## config.mk

```make
export PLATFORM = sky130hd
export DESIGN_NAME = axi4_lite_master_flat
export DESIGN_NICKNAME = d
export VERILOG_FILES = /design/src/rtl/axi4_lite_master_if.sv /design/src/rtl/axi4_lite_master.sv /design/src/flat_wrapper.sv
export SDC_FILE = /design/constraint.sdc
export NUM_CORES = 1
export LEC_CHECK = 0
export ABC_CLOCK_PERIOD_IN_PS = 1500
export CAP_MARGIN = 30
export CORE_MARGIN = 5
export CORE_UTILIZATION = 37
export DETAILED_ROUTE_END_ITERATION = 8
export PLACE_DENSITY = 0.87
export SLEW_MARGIN = 20
export SYNTH_ARGS = -nofsm -noshare
export SYNTH_HDL_FRONTEND = slang
export SYNTH_SLANG_ARGS = --single-unit
```

## constraint.sdc

```tcl
create_clock -name ACLK -period 1.5 [get_ports ACLK]
set_clock_uncertainty 0.05 [all_clocks]
set_input_delay 0.225 -clock ACLK [delete_from_list [all_inputs] [get_ports ACLK]]
set_output_delay 0.225 -clock ACLK [all_outputs]
set_load 0.01 [all_outputs]
```

## src/rtl/axi4_lite_master_if.sv

```systemverilog
// axi4_lite_master_if: bundles the command/response port and the AXI4-Lite
// initiator port of axi4_lite_master.
//
// Groups:
//   cmd_*  : one command from a driver or controller (cmd_valid/cmd_ready)
//   rsp_*  : the single response for that command (rsp_valid/rsp_ready)
//   M_AW*, M_W*, M_B*, M_AR*, M_R* : AXI4-Lite channels towards the slave
//
// Handshake rule for every VALID/READY pair here: a transfer happens on a
// rising edge where both are 1. The source holds VALID and its payload stable
// until that edge, and never makes VALID depend on READY in the same cycle.
//
// Modports:
//   master : the initiator block's view
//   slave  : the environment's view (command source, response sink, slave)
interface axi4_lite_master_if #(
  parameter int ADDR_WIDTH = 5,
  parameter int DATA_WIDTH = 32
);
  logic                  cmd_valid;
  logic                  cmd_ready;
  logic                  cmd_write;
  logic [ADDR_WIDTH-1:0] cmd_addr;
  logic [DATA_WIDTH-1:0] cmd_wdata;

  logic                  rsp_valid;
  logic                  rsp_ready;
  logic                  rsp_write;
  logic [DATA_WIDTH-1:0] rsp_rdata;
  logic                  rsp_err;

  logic [ADDR_WIDTH-1:0] M_AWADDR;
  logic                  M_AWVALID;
  logic                  M_AWREADY;
  logic [DATA_WIDTH-1:0] M_WDATA;
  logic                  M_WVALID;
  logic                  M_WREADY;
  logic                  M_BVALID;
  logic                  M_BREADY;
  logic                  M_BRESP;
  logic [ADDR_WIDTH-1:0] M_ARADDR;
  logic                  M_ARVALID;
  logic                  M_ARREADY;
  logic                  M_RVALID;
  logic                  M_RREADY;
  logic [DATA_WIDTH-1:0] M_RDATA;
  logic                  M_RRESP;

  modport master (
    input  cmd_valid, cmd_write, cmd_addr, cmd_wdata, rsp_ready,
    input  M_AWREADY, M_WREADY, M_BVALID, M_BRESP,
    input  M_ARREADY, M_RVALID, M_RDATA, M_RRESP,
    output cmd_ready, rsp_valid, rsp_write, rsp_rdata, rsp_err,
    output M_AWADDR, M_AWVALID, M_WDATA, M_WVALID, M_BREADY,
    output M_ARADDR, M_ARVALID, M_RREADY
  );

  modport slave (
    output cmd_valid, cmd_write, cmd_addr, cmd_wdata, rsp_ready,
    output M_AWREADY, M_WREADY, M_BVALID, M_BRESP,
    output M_ARREADY, M_RVALID, M_RDATA, M_RRESP,
    input  cmd_ready, rsp_valid, rsp_write, rsp_rdata, rsp_err,
    input  M_AWADDR, M_AWVALID, M_WDATA, M_WVALID, M_BREADY,
    input  M_ARADDR, M_ARVALID, M_RREADY
  );
endinterface

```

## src/rtl/axi4_lite_master.sv

```systemverilog
// axi4_lite_master: single-outstanding AXI4-Lite initiator.
//
// Accepts one read or write command on bus.cmd_*, runs the AW/W/B or AR/R
// handshakes on bus.M_*, and returns status (and read data) on bus.rsp_*.
// Exactly one transaction is in flight; a new command is only taken in IDLE.
//
// Ports:
//   ACLK      : clock, rising edge
//   ARESET    : synchronous, active-high reset; abandons any transaction
//   bus       : axi4_lite_master_if.master (command, response, AXI channels)
//   dbg_state : current FSM state (IDLE=0 WADDR=1 WRESP=2 RADDR=3 RDATA=4 RSP=5)
//
// All outputs are registered in the single FSM process below.
module axi4_lite_master #(
  parameter int ADDR_WIDTH = 5,
  parameter int DATA_WIDTH = 32
) (
  input  logic                      ACLK,
  input  logic                      ARESET,
  axi4_lite_master_if.master        bus,
  output logic [2:0]                dbg_state
);

  typedef enum logic [2:0] {
    IDLE  = 3'd0,
    WADDR = 3'd1,
    WRESP = 3'd2,
    RADDR = 3'd3,
    RDATA = 3'd4,
    RSP   = 3'd5
  } state_t;

  state_t state;

  // AW and W finish independently; a channel counts as finished once its
  // VALID has dropped or its handshake is happening on this edge.
  logic aw_complete;
  logic w_complete;

  assign aw_complete = !bus.M_AWVALID || bus.M_AWREADY;
  assign w_complete  = !bus.M_WVALID  || bus.M_WREADY;
  assign dbg_state   = state;

  always_ff @(posedge ACLK) begin
    if (ARESET) begin
      state         <= IDLE;
      // Ready for a command in the first cycle after reset is released.
      bus.cmd_ready <= 1'b1;
      bus.rsp_valid <= 1'b0;
      bus.rsp_write <= 1'b0;
      bus.rsp_rdata <= {DATA_WIDTH{1'b0}};
      bus.rsp_err   <= 1'b0;
      bus.M_AWADDR  <= {ADDR_WIDTH{1'b0}};
      bus.M_AWVALID <= 1'b0;
      bus.M_WDATA   <= {DATA_WIDTH{1'b0}};
      bus.M_WVALID  <= 1'b0;
      bus.M_BREADY  <= 1'b0;
      bus.M_ARADDR  <= {ADDR_WIDTH{1'b0}};
      bus.M_ARVALID <= 1'b0;
      bus.M_RREADY  <= 1'b0;
    end else begin
      case (state)
        IDLE: begin
          if (bus.cmd_valid && bus.cmd_ready) begin
            bus.cmd_ready <= 1'b0;
            if (bus.cmd_write) begin
              bus.M_AWADDR  <= bus.cmd_addr;
              bus.M_WDATA   <= bus.cmd_wdata;
              bus.M_AWVALID <= 1'b1;
              bus.M_WVALID  <= 1'b1;
              state         <= WADDR;
            end else begin
              bus.M_ARADDR  <= bus.cmd_addr;
              bus.M_ARVALID <= 1'b1;
              state         <= RADDR;
            end
          end
        end

        WADDR: begin
          if (bus.M_AWVALID && bus.M_AWREADY) begin
            bus.M_AWVALID <= 1'b0;
          end
          if (bus.M_WVALID && bus.M_WREADY) begin
            bus.M_WVALID <= 1'b0;
          end
          if (aw_complete && w_complete) begin
            bus.M_BREADY <= 1'b1;
            state        <= WRESP;
          end
        end

        WRESP: begin
          // BREADY is held high throughout this state, so BVALID alone
          // marks the handshake edge.
          if (bus.M_BVALID) begin
            bus.rsp_err   <= bus.M_BRESP;
            bus.rsp_write <= 1'b1;
            bus.rsp_rdata <= {DATA_WIDTH{1'b0}};
            bus.rsp_valid <= 1'b1;
            bus.M_BREADY  <= 1'b0;
            state         <= RSP;
          end
        end

        RADDR: begin
          if (bus.M_ARREADY) begin
            bus.M_ARVALID <= 1'b0;
            bus.M_RREADY  <= 1'b1;
            state         <= RDATA;
          end
        end

        RDATA: begin
          if (bus.M_RVALID && bus.M_RREADY) begin
            bus.rsp_rdata <= bus.M_RDATA;
            bus.rsp_err   <= bus.M_RRESP;
            bus.rsp_write <= 1'b0;
            bus.rsp_valid <= 1'b1;
            bus.M_RREADY  <= 1'b0;
            state         <= RSP;
          end
        end

        RSP: begin
          // cmd_ready rises only on the next edge, so a new command can never
          // be taken in the same cycle as the response handshake.
          if (bus.rsp_ready) begin
            bus.rsp_valid <= 1'b0;
            bus.cmd_ready <= 1'b1;
            state         <= IDLE;
          end
        end

        default: begin
          state         <= IDLE;
          bus.cmd_ready <= 1'b1;
        end
      endcase
    end
  end

endmodule

```

## src/flat_wrapper.sv

```systemverilog
// flat-port wrapper written by rule: the top's interface ports become plain ports
module axi4_lite_master_flat 
#(
  parameter int ADDR_WIDTH = 5,
  parameter int DATA_WIDTH = 32
)
  (ACLK, ARESET, dbg_state, bus_cmd_valid, bus_cmd_write, bus_cmd_addr, bus_cmd_wdata, bus_rsp_ready, bus_M_AWREADY, bus_M_WREADY, bus_M_BVALID, bus_M_BRESP, bus_M_ARREADY, bus_M_RVALID, bus_M_RDATA, bus_M_RRESP, bus_cmd_ready, bus_rsp_valid, bus_rsp_write, bus_rsp_rdata, bus_rsp_err, bus_M_AWADDR, bus_M_AWVALID, bus_M_WDATA, bus_M_WVALID, bus_M_BREADY, bus_M_ARADDR, bus_M_ARVALID, bus_M_RREADY);
  axi4_lite_master_if #(.ADDR_WIDTH(ADDR_WIDTH), .DATA_WIDTH(DATA_WIDTH)) bus_i ();
  input  logic ACLK;
  input  logic ARESET;
  output logic [2:0] dbg_state;
  input wire logic [$bits(bus_i.cmd_valid)-1:0] bus_cmd_valid;
  input wire logic [$bits(bus_i.cmd_write)-1:0] bus_cmd_write;
  input wire logic [$bits(bus_i.cmd_addr)-1:0] bus_cmd_addr;
  input wire logic [$bits(bus_i.cmd_wdata)-1:0] bus_cmd_wdata;
  input wire logic [$bits(bus_i.rsp_ready)-1:0] bus_rsp_ready;
  input wire logic [$bits(bus_i.M_AWREADY)-1:0] bus_M_AWREADY;
  input wire logic [$bits(bus_i.M_WREADY)-1:0] bus_M_WREADY;
  input wire logic [$bits(bus_i.M_BVALID)-1:0] bus_M_BVALID;
  input wire logic [$bits(bus_i.M_BRESP)-1:0] bus_M_BRESP;
  input wire logic [$bits(bus_i.M_ARREADY)-1:0] bus_M_ARREADY;
  input wire logic [$bits(bus_i.M_RVALID)-1:0] bus_M_RVALID;
  input wire logic [$bits(bus_i.M_RDATA)-1:0] bus_M_RDATA;
  input wire logic [$bits(bus_i.M_RRESP)-1:0] bus_M_RRESP;
  output wire logic [$bits(bus_i.cmd_ready)-1:0] bus_cmd_ready;
  output wire logic [$bits(bus_i.rsp_valid)-1:0] bus_rsp_valid;
  output wire logic [$bits(bus_i.rsp_write)-1:0] bus_rsp_write;
  output wire logic [$bits(bus_i.rsp_rdata)-1:0] bus_rsp_rdata;
  output wire logic [$bits(bus_i.rsp_err)-1:0] bus_rsp_err;
  output wire logic [$bits(bus_i.M_AWADDR)-1:0] bus_M_AWADDR;
  output wire logic [$bits(bus_i.M_AWVALID)-1:0] bus_M_AWVALID;
  output wire logic [$bits(bus_i.M_WDATA)-1:0] bus_M_WDATA;
  output wire logic [$bits(bus_i.M_WVALID)-1:0] bus_M_WVALID;
  output wire logic [$bits(bus_i.M_BREADY)-1:0] bus_M_BREADY;
  output wire logic [$bits(bus_i.M_ARADDR)-1:0] bus_M_ARADDR;
  output wire logic [$bits(bus_i.M_ARVALID)-1:0] bus_M_ARVALID;
  output wire logic [$bits(bus_i.M_RREADY)-1:0] bus_M_RREADY;
  assign bus_i.cmd_valid = bus_cmd_valid;
  assign bus_i.cmd_write = bus_cmd_write;
  assign bus_i.cmd_addr = bus_cmd_addr;
  assign bus_i.cmd_wdata = bus_cmd_wdata;
  assign bus_i.rsp_ready = bus_rsp_ready;
  assign bus_i.M_AWREADY = bus_M_AWREADY;
  assign bus_i.M_WREADY = bus_M_WREADY;
  assign bus_i.M_BVALID = bus_M_BVALID;
  assign bus_i.M_BRESP = bus_M_BRESP;
  assign bus_i.M_ARREADY = bus_M_ARREADY;
  assign bus_i.M_RVALID = bus_M_RVALID;
  assign bus_i.M_RDATA = bus_M_RDATA;
  assign bus_i.M_RRESP = bus_M_RRESP;
  assign bus_cmd_ready = bus_i.cmd_ready;
  assign bus_rsp_valid = bus_i.rsp_valid;
  assign bus_rsp_write = bus_i.rsp_write;
  assign bus_rsp_rdata = bus_i.rsp_rdata;
  assign bus_rsp_err = bus_i.rsp_err;
  assign bus_M_AWADDR = bus_i.M_AWADDR;
  assign bus_M_AWVALID = bus_i.M_AWVALID;
  assign bus_M_WDATA = bus_i.M_WDATA;
  assign bus_M_WVALID = bus_i.M_WVALID;
  assign bus_M_BREADY = bus_i.M_BREADY;
  assign bus_M_ARADDR = bus_i.M_ARADDR;
  assign bus_M_ARVALID = bus_i.M_ARVALID;
  assign bus_M_RREADY = bus_i.M_RREADY;
  axi4_lite_master #(.ADDR_WIDTH(ADDR_WIDTH), .DATA_WIDTH(DATA_WIDTH)) u_core (.ACLK(ACLK), .ARESET(ARESET), .bus(bus_i), .dbg_state(dbg_state));
endmodule
```

Word-level counts from Yosys, hierarchy flattened. Cells that the tools add are included.

Flip-flop bits (word level): 86. Output and inout port bits: 86. Logic and storage cells: 97.

Equality and inequality tests: 15. Muxes and demuxes: 38. Bitwise gates (word level): 2. Reductions and logical operators: 28.

Operator list (count): 32-bit 2-to-1 mux (2); 32-bit one-hot mux with 2 select lines (1); 1-bit 2-to-1 mux (18); 3-bit 2-to-1 mux (6); 3-bit one-hot mux with 6 select lines (1); 3-bit AND reduction (6); 4-bit AND reduction (4); 1-bit one-hot mux with 2 select lines (7); 2-bit by 1-bit != test with 1-bit output (second input constant) (5); 2-bit != test (second input constant) (5); 2-bit nonzero test (5); 3-bit by 2-bit equality test with 1-bit output (second input constant) (2); 3-bit equality test (second input constant) (2); 1-bit one-hot mux with 3 select lines (2); 6-bit AND reduction (1); 1-bit logical AND (5); 4-bit OR reduction (1); 3-bit by 1-bit equality test with 1-bit output (second input constant) (1); 3-bit zero test (1); 3-bit nonzero test (1); 1-bit zero test (2); 1-bit logical OR (2); 2-bit 2-to-1 mux (1); 1-bit NOT (2).

Longest topological paths before layout.
Depth in word-level cells: 5. Depth in mapped cells: 7. Depth with buffers taken out: 4.

Worst setup path after synthesis. Ideal clock, no wire load.

Path type: flip-flop to flip-flop. From: register u_core.state[2], in the netlist u_core.dbg_state[2]. To: register u_core.bus.rsp_rdata[25]. Data arrival time: 1.349 ns. Data required time: 1.316 ns. Setup slack: -0.032 ns. Cell stages (with the launch flop): 7. Buffers on the path: 2. Period minus slack after synthesis: 1.532 ns. Cells stage by stage: dfxtp_1 > nand2b_2 > or3_1 > buf_2 > buf_6 > nand3_2 > a21oi_1.

Word-level cells in the longest chain between the ends: 3. Elaborated cells on any way between the ends: 7. Classes of those cells: 4 x eq/ne; 1 x mux; 2 x reduce/logical.

RTL lines: start: declaration (RTL line axi4_lite_master.sv:33) `state_t state;`; start signal: assignment (RTL line axi4_lite_master.sv:46) `state <= IDLE;`; start signal: assignment (RTL line axi4_lite_master.sv:71) `state <= WADDR;`; start signal: assignment (RTL line axi4_lite_master.sv:75) `state <= RADDR;`; 3-bit by 2-bit equality test with 1-bit output or 3-bit equality test (tied branches) (RTL line axi4_lite_master.sv:62) `case (state)`; 2-bit != test (no line), or another cell as far along; 3-bit AND reduction (no line); end signal: assignment (RTL line axi4_lite_master.sv:51) `bus.rsp_rdata <= {DATA_WIDTH{1'b0}};`; end signal: assignment (RTL line axi4_lite_master.sv:99) `bus.rsp_rdata <= {DATA_WIDTH{1'b0}};`; end signal: assignment (RTL line axi4_lite_master.sv:116) `bus.rsp_rdata <= bus.M_RDATA;`; end: declaration (RTL line axi4_lite_master_if.sv:53) `output cmd_ready, rsp_valid, rsp_write, rsp_rdata, rsp_err,`.

Several ways; a longest one is shown, not always the timed one. A chain may end at the register's enable or synchronous reset.

Worst setup path in the final report.
From: register u_core.state[0], in the netlist u_core.dbg_state[0]. To: register u_core.state[1], in the netlist u_core.dbg_state[1].

Word-level cells in the longest chain between the ends: 3. Elaborated cells on any way between the ends: 14. Classes of those cells: 11 x eq/ne; 1 x mux; 2 x reduce/logical.

RTL lines (RTL line): 3-bit equality test, or another cell as far along (axi4_lite_master.sv:62); 2-bit != test (no line) or 2-bit by 1-bit != test with 1-bit output (tied branches); 6-bit AND reduction (no line).

Several ways; a longest one is shown, not always the timed one.

==> results.py <==
metrics = {
    "status": {
        "status": "complete, no violations",
    },
    "setup_path": {
        "crit_path_max_incr_delay_ps": 380,
        "path_delay_family": "compound AO/OA/AOI/OAI gates",
        "r2r_slack_ps": 8,
        "crit_start": "u_core.dbg_state[0]$_SDFFE_PP0P_",
        "slowest_stage": "dfxtp_4",
        "r2r-start": "u_core.dbg_state[0]$_SDFFE_PP0P_",
        "critPathMaxFanout": 8,
        "crit_required_ps": 1700,
        "worstReg2RegEnd": "u_core.dbg_state[1]$_SDFFE_PP0P_",
        "end_kind": "flip-flop",
        "worst_r2r_path_depth": 4,
        "cp_cell_sequence": "and3b_2 -> a311oi_2 -> a211o_1 -> o41ai_2",
        "arrival_ps": 1690,
        "worst-path-stages": 4,
        "crit_type": "reg -> reg",
        "start_kind": "flip-flop",
        "endpoint": "u_core.dbg_state[1]$_SDFFE_PP0P_",
        "crit_buf_inv": 0,
    },
    "die": {
        "core_area_um2": 9153,
        "fp.dieH_um": 106.3,
        "start_util_pct": 37.48,
        "die_area_um2": 11300,
        "num_rows": 35,
        "dieWidth_um": 106.3,
        "ioPinCount": 167,
    },
    "detailed_routing": {
        "route.detailed.drc": 0,
        "first_iter_violations": 128,
        "wl_per_cell_um": 15.72,
        "vias": 3414,
        "drtAntennaViolNets": 0,
        "vias_per_cell": 4.984,
        "drt_pre_antenna_iters": 5,
        "routed_wl_mm": 10.77,
    },
    "synth": {
        "synth_compound_area_share_pct": 14.92,
        "syn_area_um2": 3431,
        "yosys-mux-area-fraction_pct": 2.042,
        "synth-simple-area-share_pct": 27.43,
        "ys_warn_count": 0,
        "ys_dominant_reg_cell": "dfxtp_1",
        "synth_seq_cells": 86,
        "synth_xor_area_share_pct": 0,
        "synth.avg_cell_area_um2": 8.774,
        "synth_cell_types": 36,
        "seq_area_frac_synth_pct": 50.18,
        "synth_cells": 391,
        "synth_top_family_by_area": "simple AND/OR/NAND/NOR gates",
        "synthAdderAreaFrac_pct": 0,
        "synthArstFlopShare_pct": 0,
        "syn-num-nets": 472,
        "synth_edf_count": 0,
    },
    "finish": {
        "diodes": 0,
        "nFillCells": 810,
        "utilization_pct": 61.18,
        "final_cells": 685,
        "drive_gt1_share_pct": 16.72,
        "fin_nets": 650,
        "layout.cells.most_common_list": "112 x nand2_1, 86 x dlygate4sd2_1, 84 x dfxtp_1, 79 x clkdlybuf4s50_1, 72 x a21oi_1",
        "final_common_cell": "nand2_1",
        "syn_to_final_growth_pct": 63.20,
    },
    "grt": {
        "grt_pass1_wl_mm": 16.44,
        "grt_usage_pct": 17.97,
        "grt-ovfl-total": 0,
        "grt_max_degree": 40,
        "grt_pass1_vias": 3333,
        "antenna_found_initial": 0,
    },
    "power_and_ir_drop": {
        "ir_drop_v": 0.0007998,
        "finalPower_mw": 6.470,
        "p_leak_nw": 2.373,
        "powerDensity_nw_per_um2": 1156,
    },
    "place": {
        "dp.cells": 663,
        "place_congestion": 0.7609,
        "port_buffers": 166,
        "dp_hpwl_mm": 7.597,
    },
    "sta": {
        "hold_slack_ps": 196.4,
        "worst_pin_slew_ps": 314.7,
        "post-route-min-period_ps": 1492,
        "hold_viol": 0,
        "tns_ps": 0,
        "min_period_over_period_pct": 99.50,
        "finalSetupViolCount": 0,
        "slew_violations": 0,
        "max_freq_ghz": 0.6700,
        "grt_setup_unrepaired": "true",
        "max_slew_margin_pct": 79.02,
    },
    "clocking": {
        "htreeDepth": 3,
        "numClockSinks": 86,
        "cts.path.max_buffers": 2,
        "cts_tree": "done",
        "clkTransAtPathRegs_ps": 90,
        "cts_buffers": 9,
        "cts_root_buf": "clkbuf_8",
        "clk_latency_ps": 340,
    },
    "flow_run": {
        "maxCapViolations": 0,
    },
    "hold_path": {
        "hp-class": "in -> reg",
    },
}
synth_stat cells (all sizes together) (2+ instances only):
cell type	count	area share, %
a21oi	73	11
a311oi	3	0.95
a31oi	3	0.73
and3b	2	0.51
buf	18	3.9
clkbuf	11	1.2
dfxtp	86	50
inv	3	0.33
mux2i	7	2.0
nand2	113	12
nand2b	3	0.62
nand3	35	9.3
nor2	11	1.3
nor3	4	0.91
o21ai	6	0.88
o41ai	2	0.95
registers in the layout, summed over array words and instances (netlist names):
name and count:
u_core.bus.M_WVALID 1, u_core.bus.M_RREADY 1, u_core.bus.rsp_write 1, u_core.bus.rsp_valid 1, u_core.bus.rsp_err 1, u_core.bus.M_ARADDR 5, u_core.bus.cmd_ready 1, u_core.dbg_state 3
u_core.bus.M_BREADY 1, u_core.bus.M_ARVALID 1, u_core.bus.M_WDATA 32, u_core.bus.M_AWADDR 5, u_core.bus.M_AWVALID 1, u_core.bus.rsp_rdata 32
cell type report:
type	instances	area (um2)	share of cell area, %
repair buffers	196	1962	35.04
flip-flops and latches	86	1729	30.88
inverters	3	11.26	0.2011
clock inverters	6	70.07	1.251
well taps	111	138.9	2.480
clock buffers	10	127.6	2.279
multi-input cells	273	1560	27.87
power by group:
part           total (mW)  internal, mW  switching (mW)
Clock                1.63         0.786           0.845
Sequential           2.66          2.52           0.146
Combinational        2.18          1.09            1.08
Total                6.47          4.40            2.07
stage by stage:
stage                     setup slack (ps)  cell area, um2
after global placement              -337.0            5335
final                                7.543            5599
after detailed placement            -388.2            5335
after global routing                -67.00            5599
after CTS                           0.9054            5522
after floorplan                      1.470            3433
worst min path at each step:
| stage | endpoint | startpoint | slack [ps] | depth (start not counted) |
|---|---|---|---|---|
| finish | u_core.bus.M_BREADY$_SDFFE_PP0P_ | ARESET | 200 | 2 |
| global route | u_core.bus.M_BREADY$_SDFFE_PP0P_ | ARESET | 200 | 2 |
| CTS | u_core.bus.M_BREADY$_SDFFE_PP0P_ | ARESET | 180 | 2 |
| detailed placement | u_core.bus.M_WDATA[11]$_SDFFE_PP0P_ | u_core.bus.M_WDATA[11]$_SDFFE_PP0P_ | 400 | 2 |
| global placement | u_core.bus.M_WDATA[10]$_SDFFE_PP0P_ | u_core.bus.M_WDATA[10]$_SDFFE_PP0P_ | 390 | 2 |
| floorplan | u_core.dbg_state[1]$_SDFFE_PP0P_ | ARESET | 280 | 1 |
what timing repair did:
action / CTS / global route
hold endpoints to repair: 0 / 0
resized for setup: 96 / 5
pin swaps: 1 / 6
hold buffers: 0 / 0
gates cloned: 2 / 2
setup buffers: 0 / 2
endpoints found under the setup margin: 157 / 50
worst reg2reg max path: cells and delay by family (launching register included):
family,cells,cell delay [ps]
flops,1,380
simple gates,1,280
compound gates,3,670
kinds of logic (layout without fill, tap and decap cells):
group                  Yosys count  count (layout)
AND/OR/NAND/NOR                176             176
AO/OA/AOI/OAI                   90              90
flip-flops                      86              86
buffers and inverters           32             215
multiplexers                     7               7
routing by layer:
| metal | GRT usage [%] | wire length [um] | vias to the layer above |
|---|---|---|---|
| met1 | 19.68 | 4166 | 1603 |
| met5 | 0 | 0 | - |
| met2 | 32.67 | 5663 | 115 |
| li1 | - | - | 1674 |
| met3 | 5.707 | 733 | 22 |
| met4 | 5.920 | 206 | 0 |
No activity file was read; power rests on OpenSTA's default activity.
==> RTL change 1 (same settings) <==
Make the reset (`ARESET`) asynchronous in one clocked block. Comments in the files are not updated.
--- a/src/rtl/axi4_lite_master.sv
+++ b/src/rtl/axi4_lite_master.sv
@@ -41,7 +41,7 @@
   assign w_complete  = !bus.M_WVALID  || bus.M_WREADY;
   assign dbg_state   = state;
 
-  always_ff @(posedge ACLK) begin
+  always_ff @(posedge ACLK or posedge ARESET) begin
     if (ARESET) begin
       state         <= IDLE;
       // Ready for a command in the first cycle after reset is released.
Formal check against the unedited RTL: differs if ARESET is asserted again (counterexample within 4 cycles, from zero or initial values and one cycle with ARESET high); with ARESET held inactive, the same outputs for 10 cycles.
==> RTL change 1 against the unedited design <==
- the run now ends with negative setup slack left
- worst hold slack lost 0.051 ns
- non-clock buffer count grew 15
- power grew 42%
- critical path type unchanged
- cell area grew 4.9%
- sequential share of layout area grew 5.8 points
- first-iteration DRC count shrank 42%
- critical endpoint is now u_core.bus.M_ARADDR[4]
- via count shrank 19%
- worst setup slack lost 0.20 ns
- die area grew 2.0%
- largest cell class is now flip-flops and latches
- wire length shrank 5.1%
- sequential cell count is the same
- count of clock-buffer cells in the layout is the same
- area after synthesis grew 2.2%
==> RTL change 1: results (changes against the unedited design) <==
| Metric | Value |
|---|---|
| Largest net degree at the start of global routing | 38 (-5.0%) |
| Antenna diodes | 0 (unchanged) |
| All-Layer GR Usage | 17.8% (-0.17 points) |
| Worst path max stage delay | 0.40 ns (+0.02 ns) |
| Failing checks | negative setup slack |
| Placed Cells | 541 (-18%) |
| Filler cells | 747 (-7.8%) |
| Mapped Nets | 317 (-33%) |
| Clock Pin Slew Worst Setup and Hold Paths | 0.09 ns (about the same) |
| Largest registers | u_core.bus.M_WDATA x32, u_core.bus.rsp_rdata x32 |
| Critical path origin | u_core.dbg_state[0] |
| Top_reg_cell synth | dfrtp_1 |
| Number of CTS-inserted buffers | 9 (unchanged) |
| Fin. Hold Viols | 0 (unchanged) |
| CTS root buffer | clkbuf_8 |
| FF-to-FF path depth | 5 (+1) |
| Pleak | 3.04 nW (+28%) |
| Hold/Removal Path Class | in -> async |
| DR WL/cell | 17.8 um (+13%) |
| Gpl congestion | 0.780 (+2.5%) |
| Vias | 2,750 (-19%) |
| Routed wire length | 10,200 um (-5.1%) |
| # setup viols final | 76 (+76) |
| Antenna violations before repair | 0 (unchanged) |
| Count of mapped cells out of synthesis | 236 (-40%) |
| Synth cell count leaders | dfrtp_1 (85), a22o_1 (33), mux2_4 (30) |
| Least-Margin Pin Slew | 0.333 ns (+0.0185 ns) |
| Synth area leaders | dfrtp_1 (61%), mux2_4 (13%), a22o_1 (8.2%) |
| CTS H-tree lvls | 3 (unchanged) |
| Vias in the first global route | 3,096 (-7.1%) |
| Seq/Total Area, Yosys | 61.4% (+11 points) |
| DRT iter0 DRCs | 74 (-42%) |
| Worst r2r dst | u_core.bus.M_ARADDR[4] |
| Layout Nets | 524 (-19%) |
| Port bufs | 166 (unchanged) |
| Detailed placer's ending HPWL | 7060 um (-7.0%) |
| DRT Pass-1 Iters | 4 (-1) |
| Yosys warning count | 0 (unchanged) |
| Status | complete, but fails checks |
| Worst slack, placed | -0.397 ns (-0.00901 ns) |
| First-pass GRT wire length | 16,000 um (-2.4%) |
| Min setup slack post-route | -0.192 ns (-0.199 ns) |
| Crit path max fanout | 5 (-3) |
| Switching part of the total | 32.0% (about the same) |
| Share of layout cells above drive strength 1 | 26.9% (+10 points) |
| Worst path slowest cell | dfrtp_1 |
| Distinct cell type count after synthesis | 29 (-19%) |
| Peak supply drop | 0.693 mV (-13%) |
| CTS max path bufs | 2 (unchanged) |
| Ys async rst share | 100% (+100 points) |
| CP Data Arrival Time | 1.88 ns (+0.19 ns) |
| Worst skew pair latency | 0.34 ns (about the same) |
RTL change 1: final cells by class:
cell class	count	area [um^2]	area share, %
timing repair buffer	211	2100	35.8
tap	129	161	2.75
multi-input combinational	129	1270	21.6
clock inverter	4	26.3	0.447
clock buffer	10	128	2.17
sequential	86	2160	36.7
inverter	6	26.3	0.447
RTL change 1: power groups by stage:
stage	clock, mW	combinational [mW]	sequential (mW)
finish	1.36	4.10	3.75
global route	1.50	4.40	3.87
CTS	1.39	4.20	3.77
detailed placement	0	4.44	3.83
global placement	0	4.32	3.80
floorplan	0	1.52	4.17
RTL change 1: logic make-up (layout without fill, tap and decap cells):
logic type / Yosys count / after routing / synth area share, %
multiplexers: 44 / 44 / 17.3
AO/OA/AOI/OAI: 59 / 59 / 12.8
AND/OR/NAND/NOR: 26 / 26 / 4.49
flip-flops: 86 / 86 / 61.4
buffers and inverters: 21 / 231 / 4.00
RTL change 1: timing repair:
item                                    4_1_cts  5_1_grt
endpoints found under the hold margin         0        0
resized for setup                           116        9
pin swaps                                    18        7
cloned                                        7        1
setup buffers                                15        2
endpoints found under the setup margin      162       82
RTL change 1: how the worst max path moves through the flow:
| stage | to | slack, ns | cells after the start |
|---|---|---|---|
| after floorplan | u_core.bus.M_ARADDR[0] | -0.17 | 5 |
| after global placement | u_core.bus.M_ARADDR[4] | -0.36 | 6 |
| after detailed placement | u_core.bus.M_ARADDR[4] | -0.40 | 6 |
| after CTS | u_core.bus.M_ARADDR[4] | -0.19 | 5 |
| after global routing | u_core.bus.M_ARADDR[2] | -0.25 | 5 |
| final | u_core.bus.M_ARADDR[4] | -0.19 | 5 |
RTL change 1: worst max-delay path, delay by kind of cell, from the launching register on:
family                 cells  cell delay (ns)
buffers and inverters      2             0.26
flip-flops                 1             0.40
multiplexers               1             0.33
AND/OR/NAND/NOR            2             0.55
RTL change 1: metal layers:
layer	track usage, %	vias up	share of wire (%)
li1	-	1271	-
met2	30.3	121	50
met4	5.32	0	1.5
met5	0	-	0
met1	21.1	1346	40
met3	6.42	12	8.1
RTL change 1: through the flow:
stage          area, um^2  hold slack, ns  TNS, ns
4_1_cts              5950           0.144   -11.21
3_3_place_gp         5490           0.437   -18.84
3_5_place_dp         5490           0.437   -21.99
6_report             5870           0.146    -8.19
2_1_floorplan        3520           0.308    -8.98
5_1_grt              5870           0.164   -12.93
==> RTL change 2 (config.mk and constraints unchanged) <==
Without the edit above. `DATA_WIDTH` is set to 32 in 3 places; all go to 64.
--- a/src/rtl/axi4_lite_master_if.sv
+++ b/src/rtl/axi4_lite_master_if.sv
@@ -15,7 +15,7 @@
 //   slave  : the environment's view (command source, response sink, slave)
 interface axi4_lite_master_if #(
   parameter int ADDR_WIDTH = 5,
-  parameter int DATA_WIDTH = 32
+  parameter int DATA_WIDTH = 64
 );
   logic                  cmd_valid;
   logic                  cmd_ready;
--- a/src/rtl/axi4_lite_master.sv
+++ b/src/rtl/axi4_lite_master.sv
@@ -13,7 +13,7 @@
 // All outputs are registered in the single FSM process below.
 module axi4_lite_master #(
   parameter int ADDR_WIDTH = 5,
-  parameter int DATA_WIDTH = 32
+  parameter int DATA_WIDTH = 64
 ) (
   input  logic                      ACLK,
   input  logic                      ARESET,
--- a/src/flat_wrapper.sv
+++ b/src/flat_wrapper.sv
@@ -2,7 +2,7 @@
 module axi4_lite_master_flat 
 #(
   parameter int ADDR_WIDTH = 5,
-  parameter int DATA_WIDTH = 32
+  parameter int DATA_WIDTH = 64
 )
   (ACLK, ARESET, dbg_state, bus_cmd_valid, bus_cmd_write, bus_cmd_addr, bus_cmd_wdata, bus_rsp_ready, bus_M_AWREADY, bus_M_WREADY, bus_M_BVALID, bus_M_BRESP, bus_M_ARREADY, bus_M_RVALID, bus_M_RDATA, bus_M_RRESP, bus_cmd_ready, bus_rsp_valid, bus_rsp_write, bus_rsp_rdata, bus_rsp_err, bus_M_AWADDR, bus_M_AWVALID, bus_M_WDATA, bus_M_WVALID, bus_M_BREADY, bus_M_ARADDR, bus_M_ARVALID, bus_M_RREADY);
   axi4_lite_master_if #(.ADDR_WIDTH(ADDR_WIDTH), .DATA_WIDTH(DATA_WIDTH)) bus_i ();
Interface: changed (resized bus_M_RDATA, bus_M_WDATA, bus_cmd_wdata and bus_rsp_rdata); port bits go from 167 to 295. No check against the original RTL was run, so the function may have changed too.
==> RTL change 2 against the unedited design <==
- the run now ends with negative setup slack left
- power rose by 85%
- cell area rose by 77%
- wire length rose by 90%
- worst setup slack got worse by 0.18 ns
- sequential cell count rose by 64
- area after synthesis rose by 59%
- non-clock buffer count rose by 151
- fmax fell by 11%
- largest power group unchanged
- highest routed layer unchanged
==> RTL change 2: results (changes against the unedited design) <==
| Metric | Value |
|---|---|
| Port bufs | 294 (+77%) |
| Status | complete, but fails checks |
| Detailed placer's ending HPWL | 13,700 um (+80%) |
| Failing checks | negative setup slack |
| Share of layout cells above drive strength 1 | 16.8% (+0.11 points) |
| Final Non-Filler Cells | 1,182 (+73%) |
| Crit path max fanout | 10 (+2) |
| Post-Route M1 WL | 7670 um (+84%) |
| Number of CTS-inserted buffers | 17 (+8) |
| Synth Area in Compound Gates | 14.9% (+0.015 points) |
| FF-to-FF path depth | 6 (+2) |
| Layout Nets | 1,133 (+74%) |
| Final hold slack | 0.0492 ns (-0.147 ns) |
| Worst skew pair latency | 0.40 ns (+0.06 ns) |
| Peak supply drop | 0.783 mV (-2.1%) |
| Area after DPL | 8870 um^2 (+66%) |
| Distinct cell type count after synthesis | 35 (-2.8%) |
| Least-Margin Pin Slew | 0.380 ns (+0.0656 ns) |
| Vias in the first global route | 5,666 (+70%) |
| TNS Setup | -14.22 ns (-14.22 ns) |
| #MultiIn Comb | 465 (+70%) |
| Clock Pin Slew Worst Setup and Hold Paths | 0.06 ns (-0.03 ns) |
| Worst r2r dst | u_core.bus.M_WDATA[10] |
| Min setup slack post-route | -0.176 ns (-0.183 ns) |
| # setup viols final | 145 (+145) |
| Bufs w/o clock | 347 (+77%) |
| Worst slack, placed | -0.466 ns (-0.0781 ns) |
| Mapped Nets | 823 (+74%) |
| Mux cell area share after synthesis | 1.31% (-0.73 points) |
| Largest registers | u_core.bus.M_WDATA x64, u_core.bus.rsp_rdata x64 |
| Syn Area/Cell | 8.05 um^2 (-8.3%) |
| Worst path slowest cell | and3_4 |
| CP Data Arrival Time | 1.96 ns (+0.27 ns) |
| CTS root buffer | clkbuf_16 |
| Routed wire length | 20,400 um (+90%) |
[RTL change 2: worst max path at each step]
| stage | cells after the start | end |
|---|---|---|
| global route | 6 | u_core.bus.M_WDATA[10] |
| finish | 6 | u_core.bus.M_WDATA[10] |
| global placement | 6 | u_core.bus.rsp_rdata[54] |
| detailed placement | 6 | u_core.bus.rsp_rdata[33] |
| floorplan | 7 | u_core.bus.rsp_rdata[54] |
| CTS | 7 | u_core.bus.M_WDATA[14] |
[RTL change 2: timing repair]
| item | CTS | global route |
|---|---|---|
| buffers inserted | 4 | 0 |
| endpoints found under the setup margin | 283 | 149 |
| pin swaps | 12 | 27 |
| gates cloned | 3 | 8 |
| resized for setup | 178 | 84 |
[RTL change 2: power breakdown]
part	total, mW	internal (mW)	switching [mW]
combinational	3.25	1.66	1.59
sequential	4.57	4.32	0.257
clock	4.18	2.57	1.60
[RTL change 2: cell families after synthesis]
group / count (synthesis)
flops: 150
simple gates: 303
compound gates: 154
mux: 7
buf+inv: 64
